[src/rtl/serial_chunk_adder.sv]
// rtl/serial_chunk_adder.sv - multi-cycle adder, CHUNK bits per clock, carry held in a flop.
// Define ADD_SUB_EN to add port sub_i (a + ~b + 1 subtract mode).
module serial_chunk_adder #(
  parameter int WIDTH = 8,
  parameter int CHUNK = 2
) (
  input  logic             clk_i,
  input  logic             rst_i,
  input  logic             start_i,
  input  logic [WIDTH-1:0] a_i,
  input  logic [WIDTH-1:0] b_i,
  input  logic             cin_i,
`ifdef ADD_SUB_EN
  input  logic             sub_i,
`endif
  output logic             busy_o,
  output logic             done_o,
  output logic [WIDTH-1:0] sum_o,
  output logic             cout_o
);

  localparam int NCYC = (CHUNK > 0) ? WIDTH / CHUNK : 1;
  localparam int CW   = (NCYC > 1) ? $clog2(NCYC) : 1;

  if (WIDTH < 1 || CHUNK < 1 || CHUNK > WIDTH || (WIDTH % CHUNK) != 0) begin : g_bad_param
    $error("serial_chunk_adder: illegal WIDTH/CHUNK combination");
  end

  typedef enum logic [1:0] {IDLE, RUN, DONE} state_t;

  state_t           state_q, state_d;
  logic [WIDTH-1:0] a_q, a_d;
  logic [WIDTH-1:0] b_q, b_d;
  logic [WIDTH-1:0] res_q, res_d;
  logic [WIDTH-1:0] sum_q, sum_d;
  logic [CW-1:0]    cnt_q, cnt_d;
  logic             carry_q, carry_d;
  logic             cout_q, cout_d;
  logic             done_q, done_d;
  logic [CHUNK:0]   chunk;
  logic [WIDTH-1:0] res_shift;
  logic [WIDTH-1:0] b_load;
  logic             carry_load;

  assign chunk = {1'b0, a_q[CHUNK-1:0]} + {1'b0, b_q[CHUNK-1:0]} + {{CHUNK{1'b0}}, carry_q};

  // New chunk enters at the top so after NCYC shifts chunk 0 sits in the LSBs.
  if (CHUNK == WIDTH) begin : g_res_full
    assign res_shift = chunk[CHUNK-1:0];
  end else begin : g_res_part
    assign res_shift = {chunk[CHUNK-1:0], res_q[WIDTH-1:CHUNK]};
  end

`ifdef ADD_SUB_EN
  assign b_load     = sub_i ? ~b_i : b_i;
  assign carry_load = sub_i ? 1'b1 : cin_i;
`else
  assign b_load     = b_i;
  assign carry_load = cin_i;
`endif

  always_comb begin
    state_d = state_q;
    a_d     = a_q;
    b_d     = b_q;
    res_d   = res_q;
    sum_d   = sum_q;
    cnt_d   = cnt_q;
    carry_d = carry_q;
    cout_d  = cout_q;
    done_d  = 1'b0;
    case (state_q)
      IDLE: begin
        if (start_i) begin
          a_d     = a_i;
          b_d     = b_load;
          carry_d = carry_load;
          cnt_d   = '0;
          state_d = RUN;
        end
      end
      RUN: begin
        carry_d = chunk[CHUNK];
        res_d   = res_shift;
        a_d     = a_q >> CHUNK;
        b_d     = b_q >> CHUNK;
        cnt_d   = cnt_q + 1'b1;
        if (cnt_q == CW'(NCYC - 1)) state_d = DONE;
      end
      DONE: begin
        done_d  = 1'b1;
        sum_d   = res_q;
        cout_d  = carry_q;
        state_d = IDLE;
      end
      default: state_d = IDLE;
    endcase
  end

  always_ff @(posedge clk_i or posedge rst_i) begin
    if (rst_i) begin
      state_q <= IDLE;
      a_q     <= '0;
      b_q     <= '0;
      res_q   <= '0;
      sum_q   <= '0;
      cnt_q   <= '0;
      carry_q <= 1'b0;
      cout_q  <= 1'b0;
      done_q  <= 1'b0;
    end else begin
      state_q <= state_d;
      a_q     <= a_d;
      b_q     <= b_d;
      res_q   <= res_d;
      sum_q   <= sum_d;
      cnt_q   <= cnt_d;
      carry_q <= carry_d;
      cout_q  <= cout_d;
      done_q  <= done_d;
    end
  end

  assign busy_o = (state_q != IDLE);
  assign done_o = done_q;
  assign sum_o  = sum_q;
  assign cout_o = cout_q;

endmodule

[config.mk]
export PLATFORM = sky130hd
export DESIGN_NAME = serial_chunk_adder
export DESIGN_NICKNAME = d
export VERILOG_FILES = /design/src/rtl/serial_chunk_adder.sv
export SDC_FILE = /design/constraint.sdc
export NUM_CORES = 1
export LEC_CHECK = 0
export ABC_AREA = 1
export CORE_MARGIN = 4
export CORE_UTILIZATION = 51
export DETAILED_ROUTE_END_ITERATION = 8
export PLACE_DENSITY = 0.77
export SYNTH_ARGS = -nofsm -noshare
export SYNTH_HDL_FRONTEND = slang
export SYNTH_SLANG_ARGS = --single-unit
[constraint.sdc]
create_clock -name clk_i -period 2 [get_ports clk_i]
set_input_delay 0.2 -clock clk_i [delete_from_list [all_inputs] [get_ports clk_i]]
set_output_delay 0.2 -clock clk_i [all_outputs]
set_load 0.1 [all_outputs]
==> results.ini, run 1 <==
[run_status]
status = finished, final reports clean

[synth]
synth_area_per_cell_sq_um = 8.28
ys_warn_count = 0
synth-seq-cells = 39
synthDistinctLibCells = 18
yosysSeqAreaShare = 0.548
syn-num-nets = 238
syn_area_sq_um = 1780
syn-instance-count = 215

[finish]
syn2layout_area_growth_pct = 20.7
fill_cells = 306
layout-drive-gt1-share = 0.109
nNetsFinal = 270
fin_cells = 294
diodes = 0

[die]
die-area_sq_um = 4500
io_pins = 31
initial_utilization = 0.529
dieHeight_um = 67.1
die_x_um = 67.1
rows = 21
coreArea_sq_um = 3360

[drt]
drt_iter0_drc = 98
via_per_inst = 4.69
ant_nets = 0
num_vias = 1378
dr.pass1.iters = 4
drt-wirelength-per-cell_um = 10.3
drc = 0
wl_um = 3040

[sta]
setup_violations = 0
whs_ns = 0.248
period_minus_slack_ns = 1.49
grt_setup_unrepaired = no
hold_viol = 0
clock_skew_ns = 0.0102
timing.fmax_mhz = 671
maxSlewHeadroom = 0.683
worst_pin_slew_ns = 0.476
drv_slew = 0
period_share = 0.745
fin_tns_setup_ns = 0

[placed_design]
placedCellCount = 286
place_congestion = 0.764
portBuffers = 30
dpl.hpwl_um = 2090

[cts]
htree_levels = 2
cts_setup_buffers = 0
cts.sinks = 39
clk_latency_ns = 0.35
clockBufferDepth = 2
root_buffer = clkbuf_4
cts_tree = yes
cts_hold_buf = 0
cts_made_buffers = 5
post_cts_resized = 0
cts.reportedPaths.clkPinSlew_ns = 0.11

[critical_path]
critPathArrivalTime_ns = 1.73
crit_path_end_kind = register
required_ns = 2.24
startpoint_type = register
crit_fanout = 2
worstSetupPathType = register to register

[grt]
grt_pass1_vias = 1261
grtUsageTotal = 0.163
overflow = 0
grt_start_max_net_pins = 40
grt_pass1_wl_um = 5420
antenna_found_initial = 0

[pwr]
power_frac_clock = 0.102
vdd.ir_drop.worst_mv = 0.631
leakage_nw = 1.17
power.switching_mw = 1.84
p_comb_frac = 0.543
netSwitchingFraction = 0.498
internal_power_mw = 1.85
cellPowerDensity_nw_per_um2 = 1720
power.total_mw = 3.69
seq_power_share = 0.355

[hold_path]
hp-class = primary input to async pin

[job]
drv_cap = 0

==> layout make-up <==
| cell class | count | area (sq um) | share of cell area |
|---|---|---|---|
| Sequential cell | 39 | 976 | 0.454 |
| Multi-Input combinational cell | 126 | 596 | 0.277 |
| Timing Repair Buffer | 34 | 315 | 0.147 |
| Inverter | 41 | 154 | 0.0716 |
| Tap cell | 46 | 57.6 | 0.0268 |
| Clock buffer | 7 | 45.0 | 0.0210 |
| Clock inverter | 1 | 5.00 | 0.00233 |
==> Yosys cell counts (all sizes together) <==
cell    count  area (sq um)
nand2      68           270
inv        41           154
dfrtp      39           976
nand3      28           140
o21ai      19          95.1
buf         8          51.3
nor2        5          18.8
fa          2          40.0
a21oi       1          5.00
clkbuf      1          3.75
ha          1          12.5
o21a        1          7.51
or2         1          6.26
==> layer usage <==
| layer | part of all wire | GRT usage | vias to the layer above |
|---|---|---|---|
| met5 | 0 | 0 | - |
| met4 | 0.020 | 0.0759 | 0 |
| met3 | 0.059 | 0.0556 | 5 |
| met2 | 0.48 | 0.264 | 33 |
| met1 | 0.44 | 0.192 | 627 |
| li1 | - | - | 713 |
==> path summary, 6_finish.rpt <==
check,startpoint,to,slack (ns),cells past startpoint
worst max register to register,a_q[0]$_DFFE_PP0P_,res_q[7]$_DFFE_PP0P_,0.51,4
max in group asynchronous,rst_i,b_q[2]$_DFFE_PP0P_,1.41,3
worst min register to register,cnt_q[0]$_DFFE_PP0P_,cnt_q[0]$_DFFE_PP0P_,0.49,1
worst max-delay path,a_q[0]$_DFFE_PP0P_,res_q[7]$_DFFE_PP0P_,0.51,4
min in group clk_i,b_i[7],b_q[7]$_DFFE_PP0P_,0.40,3
worst min-delay path,rst_i,sum_o[1]$_DFFE_PP0P_,0.25,3
==> kinds of logic after synthesis <==
kind of cell               Yosys count  share of synthesized area
buffers and inverters               50                      0.117
AOI/OAI and AO/OA                   21                     0.0604
DFF                                 39                      0.548
adders and majority gates            3                     0.0295
and+or+nand+nor                    102                      0.245
==> power by group through the flow <==
stage | registers, mW | logic [mW] | clock network (mW)
finish | 1.31 | 2.00 | 0.378
floorplan | 1.86 | 1.06 | 0
global placement | 1.32 | 1.99 | 0
detailed placement | 1.33 | 2.02 | 0
CTS | 1.31 | 2.03 | 0.392
global route | 1.35 | 2.25 | 0.422
==> through the flow <==
step	util	area, sq um	worst slack [ns]
global placement	0.624	2100	0.531
CTS	0.639	2150	0.489
global route	0.639	2150	0.414
floorplan	-	1780	0.440
finish	0.639	2150	0.511
detailed placement	0.624	2100	0.521
==> placed cells by master (no fill, tap or decap), drive strengths merged <==
| cell type | instances |
|---|---|
| a21oi | 1 |
| buf | 15 |
| clkbuf | 7 |
| clkdlybuf4s50 | 19 |
| clkinv | 1 |
| dfrtp | 39 |
| fa | 2 |
| ha | 1 |
| inv | 41 |
| nand2 | 68 |
| nand3 | 28 |
| nor2 | 5 |
| o21a | 1 |
| o21ai | 19 |
| or2 | 1 |
==> critical path, cell delays in order, from the launching register on <==
cell     delay, ns
dfrtp_1       0.35
inv_1         0.06
fa_1          0.43
fa_1          0.48
o21ai_0       0.08
==> registers in the layout, indices dropped and copies added (netlist names) <==
signal and count:
a_q 8, b_q 8, carry_q 1, cnt_q 2, cout_o 1, done_o 1
res_q 8, state_q 2, sum_o 8
No activity file was read; power rests on OpenSTA's default activity.
==> run 2, diff against run 1 <==
clock period = 1.4 ns   (was 2 ns; I/O delays follow)
==> results.ini, run 2 (synthesis results as in run 1) <==
[drt]
dr.pass1.iters = 4  ; unchanged
met3_length_um = 150  ; -17%
drt-wirelength-per-cell_um = 10.9  ; +5.8%
drt_iter0_drc = 73  ; -26%
ant_nets = 0  ; unchanged
num_vias = 1426  ; +3.5%
wl_met1_um = 1450  ; +9.0%
topRoutingLayerUsed = met4
wl_um = 3300  ; +8.3%
via_per_inst = 4.74  ; +1.1%
dr_wl_met2_um = 1600  ; +9.4%
drc = 0  ; unchanged

[critical_path]
ff2ff_path_depth = 4  ; unchanged
crit_path_end = res_q[7]$_DFFE_PP0P_
critPathLaunch = a_q[0]$_DFFE_PP0P_
reg2reg_slack_ns = -0.05  ; -0.56 ns
critPathArrivalTime_ns = 1.69  ; -0.04 ns
critPathMaxStageDelay_ns = 0.49  ; about the same
worstSetupPathType = register to register
r2r_end = res_q[7]$_DFFE_PP0P_
crit_chain = inv_2 > fa_2 > fa_1 > o21ai_1
startpoint_type = register
path_delay_family = adder cells
required_ns = 1.64  ; -0.60 ns
cp_slowest_cell = fa_1
crit_path_end_kind = register
crit_fanout = 2  ; unchanged
cp_num_cells = 4  ; unchanged
cp_num_buf_inv = 1  ; unchanged
rr_startpoint = a_q[0]$_DFFE_PP0P_

[sta]
timing.fmax_mhz = 691  ; +2.9%
worst_slack_ns = -0.0469  ; -0.558 ns
drv_slew = 0  ; unchanged
worst_pin_slew_ns = 0.283  ; -0.193 ns
grt_setup_unrepaired = yes
whs_ns = 0.148  ; -0.100 ns
maxSlewHeadroom = 0.811  ; +0.128
period_share = 1.03  ; +0.289
hold_viol = 0  ; unchanged
period_minus_slack_ns = 1.45  ; -0.0423 ns
setup_violations = 2  ; +2
clock_skew_ns = 0.00992  ; -0.000250 ns

[cts]
cts.reportedPaths.clkPinSlew_ns = 0.12  ; about the same
cts.sinks = 39  ; unchanged
htree_levels = 2  ; unchanged
clk_latency_ns = 0.34  ; about the same
cts_hold_buf = 0  ; unchanged
cts_tree = yes
clockBufferDepth = 2  ; unchanged
root_buffer = clkbuf_4
cts_made_buffers = 5  ; unchanged

[pwr]
power.total_mw = 5.89  ; +60%
leakage_nw = 1.24  ; +6.1%
cellPowerDensity_nw_per_um2 = 2490  ; +45%
vdd.ir_drop.worst_mv = 1.05  ; +67%

[grt]
grtUsageTotal = 0.176  ; +0.0131
antenna_found_initial = 0  ; unchanged
overflow = 0  ; unchanged
grt_pass1_wl_um = 5810  ; +7.1%
grt_pass1_vias = 1376  ; +9.1%
grt_start_max_net_pins = 40  ; unchanged

[finish]
fill_cells = 305  ; -0.33%
nNetsFinal = 277  ; +2.6%
layout_common_cells = nand2_1, inv_1, dfrtp_1, nand3_1, clkdlybuf4s50_1
diodes = 0  ; unchanged
final_common_cell = nand2_1
fin_util = 0.704  ; +0.0651
syn2layout_area_growth_pct = 33.0
layout-drive-gt1-share = 0.157  ; +0.0480

[placed_design]
dpl.hpwl_um = 2350  ; +12%
portBuffers = 30  ; unchanged
place_congestion = 0.769  ; +0.63%

[die]
io_pins = 31  ; unchanged
coreArea_sq_um = 3360  ; unchanged
die-area_sq_um = 4500  ; unchanged
die_x_um = 67.1  ; unchanged
dieHeight_um = 67.1  ; unchanged
initial_utilization = 0.529  ; unchanged
rows = 21  ; unchanged

[run_status]
violations = setup timing
status = finished with violations

[job]
drv_cap = 0  ; unchanged

[hold_path]
hp-class = primary input to async pin

run 2: cell count changes in the layout (fill, tap and decap cells not counted), moves of 2 or more:
| cell | delta |
|---|---|
| inv_1 | -2 |
| buf_12 | +12 |
| buf_4 | -5 |
| dfrtp_1 | -2 |
| dfrtp_2 | +2 |
run 2: cell type report:
type / count / area [sq um] / share of cell area
flip-flops and latches: 39 / 978 / 0.413
multi-input cells: 126 / 606 / 0.256
repair buffers: 41 / 518 / 0.219
inverters: 41 / 158 / 0.0666
well taps: 46 / 57.6 / 0.0243
clock buffers: 7 / 45.0 / 0.0190
clock inverters: 1 / 5.00 / 0.00211
run 2: through the flow:
| step | setup TNS (ns) | cells | instance area (sq um) | setup slack, ns |
|---|---|---|---|---|
| final | -0.0677 | 301 | 2370 | -0.0469 |
| after global routing | -0.232 | 301 | 2370 | -0.130 |
| after CTS | -0.102 | 298 | 2340 | -0.0537 |
| after detailed placement | -0.0758 | 290 | 2290 | -0.0523 |
| after global placement | -0.0278 | 290 | 2290 | -0.0278 |
| after floorplan | -0.0128 | 215 | 1790 | -0.0128 |
run 2: report_power, final:
group / leakage, nW / internal [mW] / switching, mW / total, mW
clock: 0.0293 / 0.196 / 0.352 / 0.548
combinational: 0.717 / 1.28 / 2.11 / 3.39
sequential: 0.491 / 1.63 / 0.329 / 1.96
total: 1.24 / 3.11 / 2.79 / 5.89
run 2: timing repair:
item,CTS,global route
endpoints found under the setup margin,3,3
pin swaps,0,1
buffers inserted,0,3
cloned,0,0
resized for setup,4,1
run 2: metal layers:
metal,track usage,vias to the layer above
met5,0,-
met4,0.0911,0
met3,0.0506,7
met2,0.307,30
met1,0.190,658
li1,-,731
run 2: how the worst min path moves through the flow:
stage | from | endpoint | cells after the start
after floorplan | a_i[6] | a_q[6]$_DFFE_PP0P_ | 2
after global placement | res_q[1]$_DFFE_PP0P_ | sum_o[1]$_DFFE_PP0P_ | 2
after detailed placement | res_q[1]$_DFFE_PP0P_ | sum_o[1]$_DFFE_PP0P_ | 2
after CTS | rst_i | b_q[4]$_DFFE_PP0P_ | 3
after global routing | rst_i | sum_o[1]$_DFFE_PP0P_ | 3
final | rst_i | a_q[0]$_DFFE_PP0P_ | 3
run 2: worst reg2reg max path, stage by stage, from the launching register on:
cell and delay [ns]:
dfrtp_1 0.37, inv_2 0.05, fa_2 0.37, fa_1 0.49, o21ai_1 0.06
==> run 3, diff against run 2 <==
ABC_CLOCK_PERIOD_IN_PS = 1400   (was not set)
DONT_BUFFER_PORTS = 1   (was not set)
PLACE_DENSITY = 0.66   (was 0.77)
==> results.ini, run 3 (synthesis results as in run 1) <==
[finish]
layout_common_cells = nand2_1, dfrtp_1, inv_1, nand3_1, o21ai_0
layout-drive-gt1-share = 0.160  ; +0.00280
syn2layout_area_growth_pct = 18.0
final_common_cell = nand2_1
fill_cells = 330  ; +8.2%
diodes = 0  ; unchanged
nNetsFinal = 260  ; -6.1%

[placed_design]
pre_cts_slack_ns = -0.0728  ; -0.0206 ns
dpl.hpwl_um = 2360  ; +0.45%
portBuffers = 0  ; -100%
place_congestion = 0.790  ; +2.8%

[sta]
drv_slew = 0  ; unchanged
timing.fmax_mhz = 686  ; -0.79%
period_minus_slack_ns = 1.46  ; +0.0116 ns
fin_tns_setup_ns = -0.112  ; -0.0448 ns
worst_slack_ns = -0.0585  ; -0.0116 ns
maxSlewHeadroom = 0.681  ; -0.130
grt_setup_unrepaired = yes
clock_skew_ns = 0.00587  ; -0.00406 ns
worst_pin_slew_ns = 0.478  ; +0.196 ns
hold_viol = 0  ; unchanged
period_share = 1.04  ; +0.00827
setup_violations = 2  ; unchanged

[grt]
grt_pass1_vias = 1423  ; +3.4%
antenna_found_initial = 0  ; unchanged
grt_pass1_wl_um = 5980  ; +3.0%
grtUsageTotal = 0.180  ; +0.00429
grt_start_max_net_pins = 40  ; unchanged
overflow = 0  ; unchanged

[critical_path]
ff2ff_path_depth = 6  ; +2
crit_fanout = 2  ; unchanged
path_common_cell = nand3_1
rr_startpoint = a_q[0]$_DFFE_PP0P_
crit_chain = inv_2 > fa_2 > fa_1 > nand3_1 > nand3_1 > nand2_1
worstSetupPathType = register to register
critPathMaxStageDelay_ns = 0.38  ; -0.11 ns
crit_path_end_kind = register
startpoint_type = register
reg2reg_slack_ns = -0.06  ; about the same
required_ns = 1.69  ; +0.05 ns
critPathArrivalTime_ns = 1.75  ; +0.06 ns
path_delay_family = adder cells
cp_slowest_cell = fa_2
r2r_end = carry_q$_DFFE_PP0P_
cp_num_buf_inv = 1  ; unchanged

[cts]
htree_levels = 2  ; unchanged
cts.sinks = 39  ; unchanged
root_buffer = clkbuf_4
cts_made_buffers = 5  ; unchanged
cts_tree = yes
clockBufferDepth = 2  ; unchanged
cts.reportedPaths.clkPinSlew_ns = 0.11  ; about the same
clk_latency_ns = 0.34  ; about the same

[die]
initial_utilization = 0.529  ; unchanged
die_x_um = 67.1  ; unchanged
die-area_sq_um = 4500  ; unchanged
coreArea_sq_um = 3360  ; unchanged
dieHeight_um = 67.1  ; unchanged
io_pins = 31  ; unchanged
rows = 21  ; unchanged

[drt]
dr.pass1.iters = 4  ; unchanged
ant_nets = 0  ; unchanged
num_vias = 1375  ; -3.6%
drt_iter0_drc = 55  ; -25%
drt-wirelength-per-cell_um = 12.0  ; +9.3%
wl_um = 3400  ; +3.2%
via_per_inst = 4.84  ; +2.2%
drc = 0  ; unchanged

[hold_path]
hp-start = b_i[4]
hold_end = b_q[4]$_DFFE_PP0P_
worstHoldPathCells = 4
hp-class = primary input to register

[pwr]
leakage_nw = 1.15  ; -7.1%
vdd.ir_drop.worst_mv = 1.11  ; +5.6%
cellPowerDensity_nw_per_um2 = 2720  ; +9.4%

[run_status]
violations = setup timing
status = finished with violations

[job]
drv_cap = 0  ; unchanged

==> run 3: cell count changes in the layout (fill, tap and decap cells not counted), sizes merged <==
cell | previous run | this run
bufinv | 0 | 1
dlygate4sd3 | 0 | 5
buf | 22 | 19
clkbuf | 7 | 6
clkdlybuf4s50 | 19 | 0
==> run 3: cell type report <==
class                      count  area [sq um]  share of cell area
timing repair buffer          24           218               0.104
multi-input combinational    126           606               0.288
tap                           46          57.6              0.0274
inverter                      41           158              0.0750
clock inverter                 2          35.0              0.0167
sequential                    39           976               0.465
clock buffer                   6          51.3              0.0244
==> run 3: worst max path at each step <==
stage                                end               start  cells past startpoint
floorplan           res_q[7]$_DFFE_PP0P_  a_q[0]$_DFFE_PP0P_                      4
global placement    res_q[7]$_DFFE_PP0P_  a_q[0]$_DFFE_PP0P_                      4
detailed placement  res_q[7]$_DFFE_PP0P_  a_q[0]$_DFFE_PP0P_                      4
CTS                 res_q[7]$_DFFE_PP0P_  a_q[0]$_DFFE_PP0P_                      4
global route        res_q[7]$_DFFE_PP0P_  a_q[0]$_DFFE_PP0P_                      4
finish               carry_q$_DFFE_PP0P_  a_q[0]$_DFFE_PP0P_                      6
==> run 3: routing by layer <==
metal,wire length [um],share of wire,track usage
met5,0,0,0
met4,62,0.018,0.0759
met1,1430,0.42,0.202
met2,1790,0.53,0.323
met3,123,0.036,0.0405
==> run 3: power breakdown <==
group	switching, mW	internal (mW)	total (mW)	leakage [nW]
clock network	0.358	0.422	0.780	0.0482
registers	0.269	1.62	1.89	0.493
logic	2.12	0.928	3.05	0.609
total	2.75	2.97	5.72	1.15
==> run 3: repair_timing <==
item	4_1_cts	5_1_grt
buffers inserted	0	2
cloned	0	0
endpoints found under the setup margin	2	3
hold endpoints to repair	43	0
resized for setup	2	2
pin swaps	0	1
hold buffers	5	0
==> run 3: worst register-to-register path: cells and delay by family (launching register included) <==
family,cells,cell delay [ns]
adders and majority gates,2,0.75
buffers and inverters,1,0.05
DFF,1,0.37
and+or+nand+nor,3,0.24
==> run 3: stage by stage <==
stage | instance area [sq um] | power (mW) | std cells | utilization | hold WS [ns]
floorplan | 1790 | 4.20 | 215 | - | 0.261
global placement | 1940 | 4.77 | 269 | 0.578 | 0.170
detailed placement | 1940 | 4.91 | 269 | 0.578 | 0.176
CTS | 2080 | 5.72 | 282 | 0.619 | 0.00247
global route | 2100 | 6.19 | 284 | 0.625 | 0.0150
finish | 2100 | 5.72 | 284 | 0.625 | 0.0132
